**config.mk**
```make
export PLATFORM = sky130hd
export DESIGN_NAME = line_fill_master
export DESIGN_NICKNAME = d
export VERILOG_FILES = /design/src/rtl/line_fill_master_pkg.sv /design/src/rtl/line_fill_master_wrap4_addr_gen.sv /design/src/rtl/line_fill_master.sv
export SDC_FILE = /design/constraint.sdc
export NUM_CORES = 1
export LEC_CHECK = 0
export CORE_ASPECT_RATIO = 1.5
export CORE_MARGIN = 3
export CORE_UTILIZATION = 37
export CTS_CLUSTER_DIAMETER = 150
export DETAILED_ROUTE_END_ITERATION = 12
export GPL_ROUTABILITY_DRIVEN = 0
export GPL_TIMING_DRIVEN = 0
export PLACE_DENSITY = 0.62
export SYNTH_ARGS = -nofsm -noshare
export SYNTH_HDL_FRONTEND = slang
export SYNTH_SLANG_ARGS = --single-unit
```
**constraint.sdc**
```tcl
create_clock -name clk -period 3.67 [get_ports clk]
set_input_delay 0.367 -clock clk [delete_from_list [all_inputs] [get_ports clk]]
set_output_delay 0.367 -clock clk [all_outputs]
set_load 0.01 [all_outputs]
```
**src/rtl/line_fill_master_pkg.sv**
```systemverilog
// Shared AHB fetch-side definitions: transfer/burst encodings, line-fill FSM states
// and the default line boundary mask.
package line_fill_master_pkg;

    localparam int unsigned ADDR_W = 32;
    localparam int unsigned DATA_W = 32;
    localparam int unsigned LINE_W = 128;

    localparam logic [ADDR_W-1:0] LINE_MASK_DEF = 32'hFFFF_FFF0;
    localparam logic [2:0]        HSIZE_WORD    = 3'b010;

    typedef enum logic [1:0] {
        HTRANS_IDLE   = 2'd0,
        HTRANS_BUSY   = 2'd1,
        HTRANS_NONSEQ = 2'd2,
        HTRANS_SEQ    = 2'd3
    } TRANS_TYPES;

    typedef enum logic [2:0] {
        HBURST_SINGLE = 3'd0,
        HBURST_WRAP4  = 3'd3
    } BURST_TYPES;

    typedef enum logic [2:0] {
        ST_IDLE  = 3'd0,
        ST_ADDR  = 3'd1,
        ST_BURST = 3'd2,
        ST_DRAIN = 3'd3,
        ST_DONE  = 3'd4
    } FILL_STATES;

endpackage

```
**src/rtl/line_fill_master_wrap4_addr_gen.sv**
```systemverilog
// WRAP4 beat address: word offset advances modulo 4 so the burst never leaves the line.
module wrap4_addr_gen
    import line_fill_master_pkg::*;
(
    input  logic [ADDR_W-1:0] i_base,
    input  logic [1:0]        i_off,
    input  logic [1:0]        i_beat,
    output logic [ADDR_W-1:0] o_addr_c
);

    logic [1:0] w_word;

    assign w_word   = i_off + i_beat;
    assign o_addr_c = i_base | ADDR_W'({w_word, 2'b00});

endmodule

```
**src/rtl/line_fill_master.sv**
```systemverilog
// Instruction-cache line fill master: one critical-word-first AHB WRAP4 read burst per miss,
// early critical word pulse, whole-line fill pulse, abort on ERROR response.
module line_fill_master
    import line_fill_master_pkg::*;
#(
    parameter logic [ADDR_W-1:0] LINE_MASK = LINE_MASK_DEF
) (
    input  logic              clk,
    input  logic              rstn,
    input  logic              i_miss_valid,
    output logic              o_miss_ready,
    input  logic [ADDR_W-1:0] i_miss_addr,
    output logic [ADDR_W-1:0] o_haddr,
    output logic [1:0]        o_htrans,
    output logic [2:0]        o_hburst,
    output logic [2:0]        o_hsize,
    output logic              o_hwrite,
    input  logic              i_hready,
    input  logic              i_hresp,
    input  logic [DATA_W-1:0] i_hrdata,
    output logic              o_crit_valid,
    output logic [DATA_W-1:0] o_crit_data,
    output logic              o_fill_valid,
    output logic [ADDR_W-1:0] o_fill_addr,
    output logic [LINE_W-1:0] o_fill_data,
    output logic              o_fill_err,
    output logic              o_busy
);

    FILL_STATES        r_state;
    TRANS_TYPES        r_htrans;
    BURST_TYPES        r_hburst;
    logic [ADDR_W-1:0] r_base;
    logic [1:0]        r_off;
    logic [1:0]        r_abeat;
    logic [1:0]        r_dbeat;
    logic              r_err;
    logic              r_miss_ready;
    logic [ADDR_W-1:0] r_haddr;
    logic              r_crit_valid;
    logic [DATA_W-1:0] r_crit_data;
    logic              r_fill_valid;
    logic [ADDR_W-1:0] r_fill_addr;
    logic [LINE_W-1:0] r_line;
    logic              r_fill_err;
    logic              r_busy;

    logic [ADDR_W-1:0] w_gen_base;
    logic [1:0]        w_gen_off;
    logic [1:0]        w_gen_beat;
    logic [ADDR_W-1:0] w_gen_addr;
    logic [1:0]        w_word;
    logic              w_capture;

    // In IDLE the generator computes beat 0 of the incoming miss, otherwise the next beat.
    assign w_gen_base = (r_state == ST_IDLE) ? (i_miss_addr & LINE_MASK) : r_base;
    assign w_gen_off  = (r_state == ST_IDLE) ? i_miss_addr[3:2] : r_off;
    assign w_gen_beat = (r_state == ST_IDLE) ? 2'd0 : r_abeat + 2'd1;

    wrap4_addr_gen u_addr_gen (
        .i_base   (w_gen_base),
        .i_off    (w_gen_off),
        .i_beat   (w_gen_beat),
        .o_addr_c (w_gen_addr)
    );

    assign w_word    = r_off + r_dbeat;
    assign w_capture = (r_state == ST_BURST || (r_state == ST_DRAIN && !r_err))
                       && i_hready && !i_hresp;

    always_ff @(posedge clk or negedge rstn) begin
        if (!rstn) begin
            r_state      <= ST_IDLE;
            r_htrans     <= HTRANS_IDLE;
            r_hburst     <= HBURST_SINGLE;
            r_base       <= '0;
            r_off        <= 2'd0;
            r_abeat      <= 2'd0;
            r_dbeat      <= 2'd0;
            r_err        <= 1'b0;
            r_miss_ready <= 1'b0;
            r_haddr      <= '0;
            r_crit_valid <= 1'b0;
            r_crit_data  <= '0;
            r_fill_valid <= 1'b0;
            r_fill_addr  <= '0;
            r_line       <= '0;
            r_fill_err   <= 1'b0;
            r_busy       <= 1'b0;
        end else begin
            r_crit_valid <= 1'b0;
            r_fill_valid <= 1'b0;
            r_fill_err   <= 1'b0;

            if (w_capture) begin
                r_line[{w_word, 5'b00000} +: DATA_W] <= i_hrdata;
                if (r_dbeat == 2'd0) begin
                    r_crit_valid <= 1'b1;
                    r_crit_data  <= i_hrdata;
                end
            end

            case (r_state)
                ST_IDLE: begin
                    r_miss_ready <= 1'b1;
                    if (i_miss_valid && r_miss_ready) begin
                        r_state      <= ST_ADDR;
                        r_base       <= w_gen_base;
                        r_off        <= w_gen_off;
                        r_abeat      <= 2'd0;
                        r_dbeat      <= 2'd0;
                        r_err        <= 1'b0;
                        r_miss_ready <= 1'b0;
                        r_busy       <= 1'b1;
                        r_htrans     <= HTRANS_NONSEQ;
                        r_hburst     <= HBURST_WRAP4;
                        r_haddr      <= w_gen_addr;
                    end
                end
                ST_ADDR: begin
                    if (i_hready) begin
                        r_state  <= ST_BURST;
                        r_dbeat  <= 2'd0;
                        r_abeat  <= 2'd1;
                        r_haddr  <= w_gen_addr;
                        r_htrans <= HTRANS_SEQ;
                    end
                end
                ST_BURST, ST_DRAIN: begin
                    // ERROR: cancel the burst now, leave once the slave finishes the response.
                    if (i_hresp || r_err) begin
                        r_htrans <= HTRANS_IDLE;
                        if (i_hready) begin
                            r_state      <= ST_IDLE;
                            r_err        <= 1'b0;
                            r_fill_err   <= 1'b1;
                            r_busy       <= 1'b0;
                            r_hburst     <= HBURST_SINGLE;
                            r_miss_ready <= 1'b1;
                        end else begin
                            r_state <= ST_DRAIN;
                            r_err   <= 1'b1;
                        end
                    end else if (i_hready) begin
                        if (r_state == ST_BURST) begin
                            r_dbeat <= r_abeat;
                            if (r_abeat == 2'd3) begin
                                r_state  <= ST_DRAIN;
                                r_htrans <= HTRANS_IDLE;
                            end else begin
                                r_abeat  <= r_abeat + 2'd1;
                                r_haddr  <= w_gen_addr;
                                r_htrans <= HTRANS_SEQ;
                            end
                        end else if (r_dbeat == 2'd3) begin
                            r_state      <= ST_DONE;
                            r_fill_valid <= 1'b1;
                            r_fill_addr  <= r_base;
                        end
                    end
                end
                ST_DONE: begin
                    r_state      <= ST_IDLE;
                    r_busy       <= 1'b0;
                    r_hburst     <= HBURST_SINGLE;
                    r_miss_ready <= 1'b1;
                end
                default: begin
                    r_state <= ST_IDLE;
                end
            endcase
        end
    end

    assign o_miss_ready = r_miss_ready;
    assign o_haddr      = r_haddr;
    assign o_htrans     = r_htrans;
    assign o_hburst     = r_hburst;
    assign o_hsize      = HSIZE_WORD;
    assign o_hwrite     = 1'b0;
    assign o_crit_valid = r_crit_valid;
    assign o_crit_data  = r_crit_data;
    assign o_fill_valid = r_fill_valid;
    assign o_fill_addr  = r_fill_addr;
    assign o_fill_data  = r_line;
    assign o_fill_err   = r_fill_err;
    assign o_busy       = r_busy;

endmodule

```
==> impl_metrics.toml <==
[run_status]
status = "finished clean"

[power]
powerDensity_mw_per_mm2 = 848
p_leak_nw = 7.28
peakVddDrop_mv = 0.484

[layout]
utilization_pct = 52.5
area_growth_pct = 39.2
drive_gt1_share_pct = 18.5
fill_cells = 2734
final_nets = 1394

[logic_synthesis]
synth_top_area_share_pct = 59.8
ys_ff_latch = 273
synthCells = 985
synth_edf_count = 0
yosysUniqueCellTypes = 51
syn_area_per_cell_um2 = 11.6
async_flop_share_pct = 100
synth_area_leader_cell = "dfrtp_1"
ys.flop_type = "dfrtp_1"
syn_area_mm2 = 0.0114
yosysWarnings = 0
synth-seq-area-share_pct = 59.8
synth.area.top_cells = "dfrtp_1, mux2_2, nand2_1"

[route]
num_vias = 8371
viasPerCell = 4.81
drcViolationCount = 0
antenna_left = 0
drt-pass1-iter-count = 6
drt_iter0_drc = 286
route.detailed.wl_per_inst_um = 19.0
finalWirelength_um = 33100

[worst_setup_path]
required_ns = 4.14
critPathLaunch = "r_dbeat[0]$_DFFE_PN0P_"
timing.rr.start = "r_dbeat[0]$_DFFE_PN0P_"
arrival_ns = 3.41
start_kind = "flop"
cp-end-kind = "flop"
critPathKind = "flop to flop"
cp_max_fo = 10

[clock_network]
cts_max_path_buffers = 3
cts.clk_slew.worst_paths_ns = 0.07
clock-sinks = 273
post_cts_resized = 0
cts_tree = "done"
cts-root-buf = "clkbuf_16"
cts_max_level = 1
clk_latency_ns = 0.55
cts_inserted_buffers = 28

[timing]
rsz0062_at_grt = "no"
fin_crit_ns = 2.94
whs_ns = 0.257
worst_pin_slew_ns = 0.876
drv_slew = 0
max_slew_margin_pct = 41.5
finalClockSkew_ns = 0.0170
max_freq_ghz = 0.341
layout_worst_path_cycle_share_pct = 80.0
setup_violations = 0
finalHoldViolations = 0

[placed_design]
io_buffers = 298
dp_hpwl_um = 24300

[floorplanning]
die_y_um = 221
core-area_mm2 = 0.0304
start_util_pct = 37.7
ios = 307
die_w_um = 150
die-area_mm2 = 0.0331
rows = 78

[hold_path]
min-delay-start = "i_hready"
hp-class = "input pin to flop"

[flow_run]
maxCapViolCount = 0

[global_route]
antenna_found_initial = 1
grt_pass1_wl_um = 51700
grt_overflow = 0
grt_usage_pct = 19.8
grt_max_degree = 121
grt_pass1_vias = 8777
==> layer usage <==
layer	track usage, %	vias to the layer above	share of wire (%)
met1	22.6	4097	38
met3	5.70	52	7.6
met5	0	-	0
met4	5.70	0	2.6
met2	35.6	254	52
li1	-	3968	-
==> what timing repair did <==
action,4_1_cts,5_1_grt
buffers inserted,0,0
hold buffers,1,0
setup endpoints to repair,0,0
hold endpoints to repair,65,0
==> cell usage in the layout (no fill, tap or decap), types with 29 or more instances in the layout <==
cell             Yosys  layout
o21ai_1             30      30
nand2_1            258     258
clkdlybuf4s50_1      0     297
o21ai_0             39      39
clkbuf_16            0      29
nand3_1             66      66
clkbuf_1            35      41
dfrtp_1            273     273
mux2_4              29      29
mux2_2             125     125
==> per-stage QoR <==
step	instance area, µm²	TNS (ns)	total power [mW]	setup slack (ns)	std cells
CTS	15900	0	13.7	0.680	1738
floorplan	11400	0	7.77	1.23	988
finish	15900	0	13.5	0.734	1739
detailed placement	15000	0	10.7	0.709	1688
global placement	14900	-2687.12	10.7	-9.87	1686
global route	15900	0	14.4	0.483	1739
==> layout make-up <==
type	count	area, µm²	area share (%)
multi-input cells	636	4200	26.4
clock buffers	40	817	5.13
plain buffers	72	392	2.46
flip-flops and latches	273	6830	42.9
repair buffers	301	3050	19.2
well taps	400	500	3.14
inverters	7	26.3	0.165
clock inverters	9	103	0.644
diodes	1	2.50	0.0157
==> worst max-delay path, cell delays in order, from the launching register on <==
cell      delay (ns)
dfrtp_1         0.43
ha_1            0.17
xor3_2          0.48
ha_1            0.36
nor3b_1         0.73
clkbuf_1        0.45
nand3_1         0.15
nand2_1         0.09
==> worst paths after layout <==
check	to	slack, ns	depth (start not counted)
max	o_fill_data[108]$_DFFE_PN0P_	0.73	7
min	r_state[0]$_DFFE_PN0P_	0.26	3
max reg2reg	o_fill_data[108]$_DFFE_PN0P_	0.73	7
min reg2reg	o_fill_data[6]$_DFFE_PN0P_	0.46	2
max in group asynchronous	o_haddr[7]$_DFFE_PN0P_	2.32	3
min in group asynchronous	o_fill_data[21]$_DFFE_PN0P_	0.37	2
==> cells by family (layout without fill, tap and decap cells) <==
group,after synthesis,count (layout),synth area share (%)
muxes,161,161,16.8
other,2,6,0.0657
AOI/OAI and AO/OA,92,92,4.52
buffers and inverters,79,429,3.66
and+or+nand+nor,368,368,14.1
xor gates and xnor gates,4,4,0.449
DFF,273,273,59.8
adders and majority gates,6,6,0.657
==> registers in the layout, indices dropped and copies added, names as in the netlist, 2 cells and up <==
name         cells
o_crit_data     32
o_fill_addr     32
o_fill_data    128
o_haddr         32
o_htrans         2
r_abeat          2
r_base          32
r_dbeat          2
r_off            2
r_state          3
==> cell usage after synthesis (2+ instances only) <==
master    instances
mux2_1            4
nor2_1           10
nand2b_1          3
buf_4            15
a22o_1            2
o211a_1           2
a21oi_1           7
buf_2            16
a21o_1            2
clkbuf_1         35
nand2_1         258
dfrtp_1         273
and3b_1           2
ha_1              6
conb_1            2
o21ai_1          30
o21ai_0          39
nor3_1            5
mux2_4           29
and3_1            2
and2_1            3
mux2i_1           3
mux2_2          125
xnor2_1           3
inv_1             6
nand4_1           3
buf_6             6
nand3_1          66
nor2b_1           6
==> report_power, final <==
group / switching, mW / internal (mW)
Clock: 1.19 / 1.68
Combinational: 2.79 / 3.09
Sequential: 0.635 / 4.11
Total: 4.61 / 8.88
Power figures use the tool's default switching activity.
